[config.mk]
export PLATFORM = sky130hd
export DESIGN_NAME = dp_ram_sync
export DESIGN_NICKNAME = d
export VERILOG_FILES = /design/src/rtl/dp_ram_pkg.sv /design/src/rtl/dp_ram_port_rd.sv /design/src/rtl/dp_ram_sync.sv
export SDC_FILE = /design/constraint.sdc
export NUM_CORES = 1
export LEC_CHECK = 0
export ABC_CLOCK_PERIOD_IN_PS = 3150
export CORE_MARGIN = 10
export CORE_UTILIZATION = 23
export CTS_CLUSTER_SIZE = 14
export DETAILED_ROUTE_END_ITERATION = 7
export MAX_ROUTING_LAYER = met4
export SLEW_MARGIN = 15
export SYNTH_ARGS = -nofsm -noshare
export SYNTH_HDL_FRONTEND = slang
export SYNTH_SLANG_ARGS = --single-unit
[constraint.sdc]
create_clock -name clk -period 3.15 [get_ports clk]
set_clock_uncertainty 0.2 [all_clocks]
set_input_delay 0.7875 -clock clk [delete_from_list [all_inputs] [get_ports clk]]
set_output_delay 0.7875 -clock clk [all_outputs]
set_load 0.02 [all_outputs]
[src/rtl/dp_ram_pkg.sv]
// Shared types and constants for the dual-port synchronous RAM.
package dp_ram_pkg;

  typedef enum logic {
    ST_INIT,
    ST_RUN
  } state_e;

  localparam int unsigned RDW_OLD = 0;
  localparam int unsigned RDW_NEW = 1;

  localparam int unsigned PRIO_A = 0;
  localparam int unsigned PRIO_B = 1;

endpackage

[src/rtl/dp_ram_port_rd.sv]
// Per-port read path: selects memory, bypass or zero data and owns the dout/rvalid pipeline.
module dp_ram_port_rd
  import dp_ram_pkg::*;
#(
  parameter int unsigned DataWidth = 8,
  parameter int unsigned RdwMode   = RDW_OLD,
  parameter int unsigned OutReg    = 0
) (
  input  logic                 clk_i,
  input  logic                 rst_i,
  input  logic                 re_i,
  input  logic                 addr_ok_i,
  input  logic                 byp_hit_i,
  input  logic [DataWidth-1:0] byp_data_i,
  input  logic [DataWidth-1:0] mem_data_i,
  output logic [DataWidth-1:0] dout_o,
  output logic                 rvalid_o
);

  logic [DataWidth-1:0] rd_data;
  logic [DataWidth-1:0] dout_d, dout_q;
  logic                 rvalid_d, rvalid_q;

  always_comb begin
    rd_data = mem_data_i;
    if (!addr_ok_i) begin
      rd_data = '0;
    end else if ((RdwMode == RDW_NEW) && byp_hit_i) begin
      rd_data = byp_data_i;
    end
  end

  if (OutReg != 0) begin : g_out_reg
    logic [DataWidth-1:0] stg_data_q;
    logic                 stg_valid_q;

    always_comb begin
      dout_d   = dout_q;
      rvalid_d = stg_valid_q;
      if (stg_valid_q) begin
        dout_d = stg_data_q;
      end
    end

    // The stage advances every cycle so back-to-back reads stream at full rate.
    always_ff @(posedge clk_i) begin
      if (rst_i) begin
        stg_data_q  <= '0;
        stg_valid_q <= 1'b0;
      end else begin
        stg_data_q  <= rd_data;
        stg_valid_q <= re_i;
      end
    end
  end else begin : g_no_out_reg
    always_comb begin
      dout_d   = dout_q;
      rvalid_d = re_i;
      if (re_i) begin
        dout_d = rd_data;
      end
    end
  end

  always_ff @(posedge clk_i) begin
    if (rst_i) begin
      dout_q   <= '0;
      rvalid_q <= 1'b0;
    end else begin
      dout_q   <= dout_d;
      rvalid_q <= rvalid_d;
    end
  end

  assign dout_o   = dout_q;
  assign rvalid_o = rvalid_q;

endmodule

[src/rtl/dp_ram_sync.sv]
// Single-clock two-port RAM with init sweep, write-collision arbitration and RDW control.
module dp_ram_sync
  import dp_ram_pkg::*;
#(
  parameter int unsigned               DATA_WIDTH = 8,
  parameter int unsigned               ADDR_WIDTH = 4,
  parameter int unsigned               RAM_DEPTH  = 1 << ADDR_WIDTH,
  parameter int unsigned               RDW_MODE   = RDW_OLD,
  parameter int unsigned               OUT_REG    = 0,
  parameter int unsigned               COLL_PRIO  = PRIO_A,
  parameter logic [DATA_WIDTH-1:0]     INIT_VALUE = '0
) (
  input  logic                  clk,
  input  logic                  rst,
  input  logic                  wea,
  input  logic                  rea,
  input  logic [ADDR_WIDTH-1:0] addra,
  input  logic [DATA_WIDTH-1:0] dina,
  input  logic                  web,
  input  logic                  reb,
  input  logic [ADDR_WIDTH-1:0] addrb,
  input  logic [DATA_WIDTH-1:0] dinb,
  output logic [DATA_WIDTH-1:0] douta,
  output logic [DATA_WIDTH-1:0] doutb,
  output logic                  rvalida,
  output logic                  rvalidb,
  output logic                  ready,
  output logic                  coll,
  output logic                  addr_err
);

  localparam logic [ADDR_WIDTH:0] DepthW  = (ADDR_WIDTH + 1)'(RAM_DEPTH);
  localparam logic [ADDR_WIDTH:0] LastCnt = (ADDR_WIDTH + 1)'(RAM_DEPTH - 1);

  logic [DATA_WIDTH-1:0] mem [RAM_DEPTH];

  state_e              state_d, state_q;
  logic [ADDR_WIDTH:0] cnt_d, cnt_q;
  logic                coll_d, coll_q;
  logic                addr_err_d, addr_err_q;

  logic                  run;
  logic                  a_ok, b_ok;
  logic                  same_wr;
  logic                  wa_en, wb_en;
  logic [ADDR_WIDTH-1:0] rd_idx_a, rd_idx_b;
  logic [DATA_WIDTH-1:0] mem_rd_a, mem_rd_b;
  logic                  byp_hit_a, byp_hit_b;
  logic [DATA_WIDTH-1:0] byp_data_a, byp_data_b;

  assign run  = (state_q == ST_RUN);
  assign a_ok = ({1'b0, addra} < DepthW);
  assign b_ok = ({1'b0, addrb} < DepthW);

  // Arbitration: on a same-address double write only the priority port commits.
  assign same_wr = wea && web && a_ok && b_ok && (addra == addrb);
  assign wa_en   = run && wea && a_ok && !(same_wr && (COLL_PRIO == PRIO_B));
  assign wb_en   = run && web && b_ok && !(same_wr && (COLL_PRIO == PRIO_A));

  // Write-first bypass: the word this cycle's committed write leaves at the read address.
  always_comb begin
    byp_hit_a  = wa_en || (wb_en && (addrb == addra));
    byp_data_a = dina;
    if (wb_en && (addrb == addra)) begin
      byp_data_a = dinb;
    end
    byp_hit_b  = wb_en || (wa_en && (addra == addrb));
    byp_data_b = dinb;
    if (wa_en && (addra == addrb)) begin
      byp_data_b = dina;
    end
  end

  assign rd_idx_a = a_ok ? addra : '0;
  assign rd_idx_b = b_ok ? addrb : '0;
  assign mem_rd_a = mem[rd_idx_a];
  assign mem_rd_b = mem[rd_idx_b];

  always_comb begin
    state_d    = state_q;
    cnt_d      = cnt_q;
    coll_d     = 1'b0;
    addr_err_d = 1'b0;
    unique case (state_q)
      ST_INIT: begin
        cnt_d = cnt_q + 1'b1;
        if (cnt_q == LastCnt) begin
          state_d = ST_RUN;
        end
      end
      ST_RUN: begin
        coll_d     = same_wr;
        addr_err_d = ((wea || rea) && !a_ok) || ((web || reb) && !b_ok);
      end
      default: state_d = ST_INIT;
    endcase
  end

  always_ff @(posedge clk) begin
    if (rst) begin
      state_q    <= ST_INIT;
      cnt_q      <= '0;
      coll_q     <= 1'b0;
      addr_err_q <= 1'b0;
    end else begin
      state_q    <= state_d;
      cnt_q      <= cnt_d;
      coll_q     <= coll_d;
      addr_err_q <= addr_err_d;
    end
  end

  // Storage has no reset; the sweep after every reset establishes its contents.
  always_ff @(posedge clk) begin
    if (!rst) begin
      if (state_q == ST_INIT) begin
        mem[cnt_q[ADDR_WIDTH-1:0]] <= INIT_VALUE;
      end else begin
        if (wa_en) begin
          mem[addra] <= dina;
        end
        if (wb_en) begin
          mem[addrb] <= dinb;
        end
      end
    end
  end

  dp_ram_port_rd #(
    .DataWidth (DATA_WIDTH),
    .RdwMode   (RDW_MODE),
    .OutReg    (OUT_REG)
  ) u_rd_a (
    .clk_i      (clk),
    .rst_i      (rst),
    .re_i       (run && rea),
    .addr_ok_i  (a_ok),
    .byp_hit_i  (byp_hit_a),
    .byp_data_i (byp_data_a),
    .mem_data_i (mem_rd_a),
    .dout_o     (douta),
    .rvalid_o   (rvalida)
  );

  dp_ram_port_rd #(
    .DataWidth (DATA_WIDTH),
    .RdwMode   (RDW_MODE),
    .OutReg    (OUT_REG)
  ) u_rd_b (
    .clk_i      (clk),
    .rst_i      (rst),
    .re_i       (run && reb),
    .addr_ok_i  (b_ok),
    .byp_hit_i  (byp_hit_b),
    .byp_data_i (byp_data_b),
    .mem_data_i (mem_rd_b),
    .dout_o     (doutb),
    .rvalid_o   (rvalidb)
  );

  assign ready    = run;
  assign coll     = coll_q;
  assign addr_err = addr_err_q;

endmodule
# After elaboration in Yosys (flattened, before gate mapping)
# Memory sizes are Yosys's and may differ from the RTL's. A register that Yosys moved wholly into a read port is not among the register bits.
# Index checks and enable logic that the tools add are counted.
# W data, S select, Z words.
# totals
ff_bits	9
ram_bits	128
input_bits	30
output_inout_bits	21
memories	1
# op_classes
addsub	1
n_eq_ne	2
mux	16
bitwise_logic	1
n_reduce_logical	10
# mem_list
memory	depth	word_bits	rd	rd_clocked_by_memory_dff	wr	line_no	text
mem	16	8	2	2	2	dp_ram_sync.sv:35	logic [DATA_WIDTH-1:0] mem [RAM_DEPTH];
# op_table
op	n
$mux W1	14
$mux W8	1
$reduce_or A8 Y1	1
$logic_and A1 B1 Y1	7
$add A5 B1 Y5 const B	1
$eq A5 B4 Y1 const B	1
$eq A4 B4 Y1	1
$mux W4	1
$reduce_or A2 Y1	1
$logic_not A1 Y1	1
$not A1 Y1	1

# Logic depth before layout (Yosys ltp)
# Gate-level depths: netlist (run 1).
# logic_depth
ltp_word	8
mapped_depth	7
mapped_depth_nobuf	6

# By module
# Synthesis (run 1) repeated with hierarchy kept, for this count alone.
# unflattened
hier_cells	680
area_unflattened_um2	9267.6
# modules_own_cells
module	instances	cells_each	area_each_um2	seq_area_each_um2
dp_ram_sync	1	606	8426.8	3983.8
dp_ram_port_rd	2	37	420.4	180.2

# Worst setup path before layout (run 1)
# Ideal clock, no wire load.
# synth_timing
path_kind	input port to flip-flop
startpoint	in addra[2]
endpoint	mem mem[7][0] (enable)
arrival_ns	2.318
slack_ns	0.248
path_stages	6
path_buffers	3
path_cell_list	buf_4 -> buf_4 -> buf_2 -> mux2i_1 -> nand2b_1 -> o21ai_0
# synth_lines
element	line_no	text
start, declared	dp_ram_sync.sv:17	input logic [ADDR_WIDTH-1:0] addra,
end, declared	dp_ram_sync.sv:35	

==> results of run 1 <==
==> logic make-up after synthesis <==
| family | share of synthesized area |
|---|---|
| buf+inv | 0.03301 |
| xor+xnor | 0.006768 |
| other cells | 0.0004140 |
| compound gates | 0.07431 |
| fa+ha+maj | 0.002762 |
| mux | 0.3240 |
| flops | 0.4796 |
| simple gates | 0.07914 |
==> worst register-to-register path: cells and delay by family, from the launching register on <==
kind	cells	cell delay [ns]
mux	1	0.28
simple gates	2	0.66
buf+inv	1	0.27
compound gates	1	0.46
flops	1	0.62
==> metrics by stage <==
stage	total power, mW	utilization	instance area, sq um	worst slack (ns)
floorplan	2.470	-	9059	0.2476
global placement	2.621	0.2767	10750	-0.1676
detailed placement	2.622	0.2767	10750	-0.2186
CTS	4.512	0.2905	11280	0.2281
global route	4.617	0.2908	11290	0.07545
finish	4.500	0.2908	11290	0.1816
==> flip-flops by register name, summed over array words and instances, names as in the netlist <==
signal and count:
u_rd_b.dout_o 8, u_rd_a.dout_o 8, coll 1, ready 1
mem 128, cnt_q 5, u_rd_b.rvalid_o 1, u_rd_a.rvalid_o 1
==> placed cells by master (no fill, tap or decap), types with 4 or more instances in the layout <==
master           synthesis  final
edfxtp_1               128    128
mux2_2                 127    127
buf_4                    5     74
mux2i_1                 57     57
clkdlybuf4s50_1          0     45
mux4_2                  41     41
nor2_1                  34     34
dfxtp_1                 25     25
nand2_1                 24     24
clkbuf_16                0     17
nor4_1                  16     16
buf_12                   1     15
o21bai_1                13     13
a21oi_4                 11     11
nor2b_1                 11     11
o21ai_0                 12      9
o22ai_1                  9      9
a211oi_1                 8      8
and2_0                   7      7
a221oi_1                 7      7
o211ai_1                 7      7
diode_2                  0      5
and2_1                   5      5
xnor2_1                  5      5
and3_1                   5      5
nand2b_1                 5      5
nand3_1                  4      4
o211ai_2                 4      4
nor3b_1                  4      4
a31oi_1                  4      4
buf_2                   15      4
==> path summary, 6_finish.rpt <==
path | startpoint | slack, ns | end
worst min register to register | cnt_q[4]$_SDFFE_PP0N_ | 0.28 | cnt_q[4]$_SDFFE_PP0N_
worst max-delay path | rst | 0.18 | mem[1][3]$_DFFE_PP_
worst min-delay path | cnt_q[4]$_SDFFE_PP0N_ | 0.28 | cnt_q[4]$_SDFFE_PP0N_
worst max register to register | ready$_SDFF_PP0_ | 0.36 | mem[1][3]$_DFFE_PP_
==> per-layer routing <==
metal  share of wire  vias up  GRT usage  routed length, um
met1            0.43     3270     0.1733              13560
met2            0.45      301     0.2047              14260
met4           0.025        0    0.03865                803
met5               0        -          -                  0
li1                -     2799          -                  -
met3           0.091       45    0.03494               2874
==> power by group through the flow <==
stage               clock (mW)  sequential [mW]  combinational (mW)
finish                    1.91             2.21               0.380
global route              2.01             2.21               0.399
CTS                       1.93             2.21               0.376
detailed placement           0             2.25               0.373
global placement             0             2.25               0.373
floorplan                    0             2.24               0.231
==> synth_stat cells (all sizes together) <==
library cell	number	area share
edfxtp	128	0.42
nand2	24	0.0099
or2	2	0.0014
o21ai	12	0.0066
clkbuf	30	0.013
mux4	41	0.10
o211ai	11	0.011
xnor2	5	0.0048
nor4	16	0.011
nand4b	1	0.00097
mux2	128	0.16
a21oi	15	0.022
conb	1	0.00041
nor3	1	0.00055
a221oi	7	0.0068
mux2i	57	0.063
nor3b	4	0.0033
nand3	4	0.0022
and4bb	2	0.0028
and4b	1	0.0011
nand4	1	0.00069
o21bai	13	0.011
nand2b	5	0.0035
a31oi	4	0.0028
nand3b	3	0.0025
buf	26	0.019
nor2	34	0.014
a211oi	8	0.0066
xor2	2	0.0019
a21o	1	0.00083
ha	2	0.0028
and3b	3	0.0029
nor4b	1	0.0017
and2	12	0.0083
and3	5	0.0035
o22ai	9	0.0062
dfxtp	25	0.055
inv	3	0.0012
nand4bb	1	0.0012
nor2b	11	0.0076
==> cell type report <==
| cell class | count | area, sq um |
|---|---|---|
| Tap cell | 518 | 648.1 |
| Sequential cell | 153 | 4344 |
| Timing Repair Buffer | 138 | 1326 |
| Antenna cell | 5 | 12.51 |
| Multi-Input combinational cell | 447 | 4415 |
| Inverter | 3 | 11.26 |
| Clock inverter | 13 | 105.1 |
| Fill cell | 3884 | 27540 |
| Clock buffer | 18 | 429.2 |
==> metrics.txt, run 1 <==
Hold WC Path Type register to register; Mapped Area just over 0.009 sq mm; setup bufs post-CTS 0; Initial DRC Count 673; TritonCTS Buffers 17; Site Rows a little over 70; core area 0.03883 sq mm; Clock transition at path regs 0.06 ns; PostCTS Resize Cnt 0; worst-path fanout max 12; via density per instance roughly 5; largest net degree at the start of global routing 31; root buffer cell clkbuf_16; share of cells above drive strength 1 0.4003; CTS Sinks ~150; DR WL/cell approximately 24 um; Setup CP Type input port to register; fmax around 0.34 GHz; Hold WS 0.2829 ns; Setup Viol. Count Final 0; post-DP HPWL between 20000 and 25000 um; Min Clock Period, post-route around 3 ns; Routed Antenna Nets 0; Switch Pwr between 1 and 1.5 mW; RSZ-0062 raised after global routing no; register area share after synthesis 0.4796; CTS H-tree depth 4; clock share of power 0.425; family with the most delay on the worst path buffers and inverters; sequential power share 0.490; post-synthesis cell type count 50; via count ~6.4k; Area Overhead vs Synth 24.65%; syn_nets ~700; Die Y around 220 um; GRT Total Usage 0.1347; Synth Register Bits between 150 and 200; initial antenna violation count 5; Fin Setup TNS 0 ns; Syn Inst Count between 600 and 700; Max Cap Viol 0; switching share of power 0.2394; run status finished, final reports clean; crit path buf inv count 2; die width 218.5 um; YS warnings 0; syn_area_per_cell 13.75 sq um; WP depth 6; Req. time, crit path a little over 3 ns; Worst Setup Start Kind input port; CP Cell Sequence clkdlybuf4s50_1, and3b_1, mux2i_1, nand2_1, o21bai_1, buf_4; wirelength, routed 31490 um; slowest cell delay on critical path about 0.5 ns; Slew @ Worst Pin roughly 0.87 ns; Gate power share 0.084; CP endpoint kind register; Worst path slowest cell and3b_1; Register-to-Register Path Depth 5; CTS tree built; grt ovf 0; die area around 0.048 sq mm; residual DRC count 0; Cell Pwr Density ~400 mW/mm^2; final non-filler cell total 1295; Int Power between 3 and 4 mW; RD Place Congestion 0.9424; WHS Path Cells 2; vias in the first global route about 6.5k; Hold-fix buffers, CTS 0; Relative slew margins 0.4169; CTS max path bufs 2; Critical Path AT roughly 2.9 ns; period utilization 0.9424; Clock Latency Late Sink 0.42 ns; PortBufs 49; Ports 51; Final Slew Violations 0; Starting Density 0.2333; drt first pass iters 5; leakage between 4 and 5 nW; IR drop worst, VDD between 0.3 and 0.4 mV; first-pass GRT wire length 45420 um; Final Net Count just under 800; Inst Count DP about 1.3k; final hold viol count 0
Power figures use the tool's default switching activity.
==> run 2: changes to the inputs <==
SETUP_SLACK_MARGIN = 0.05   (was default)
==> results of run 2 <==
No change in the layout: final DEF, timing and power equal those of run 1.
==> run 3: changes to the inputs <==
SKIP_CTS_REPAIR_TIMING = 1   (was default)
==> results of run 3 <==
No change in the layout: final DEF, timing and power equal those of run 1.
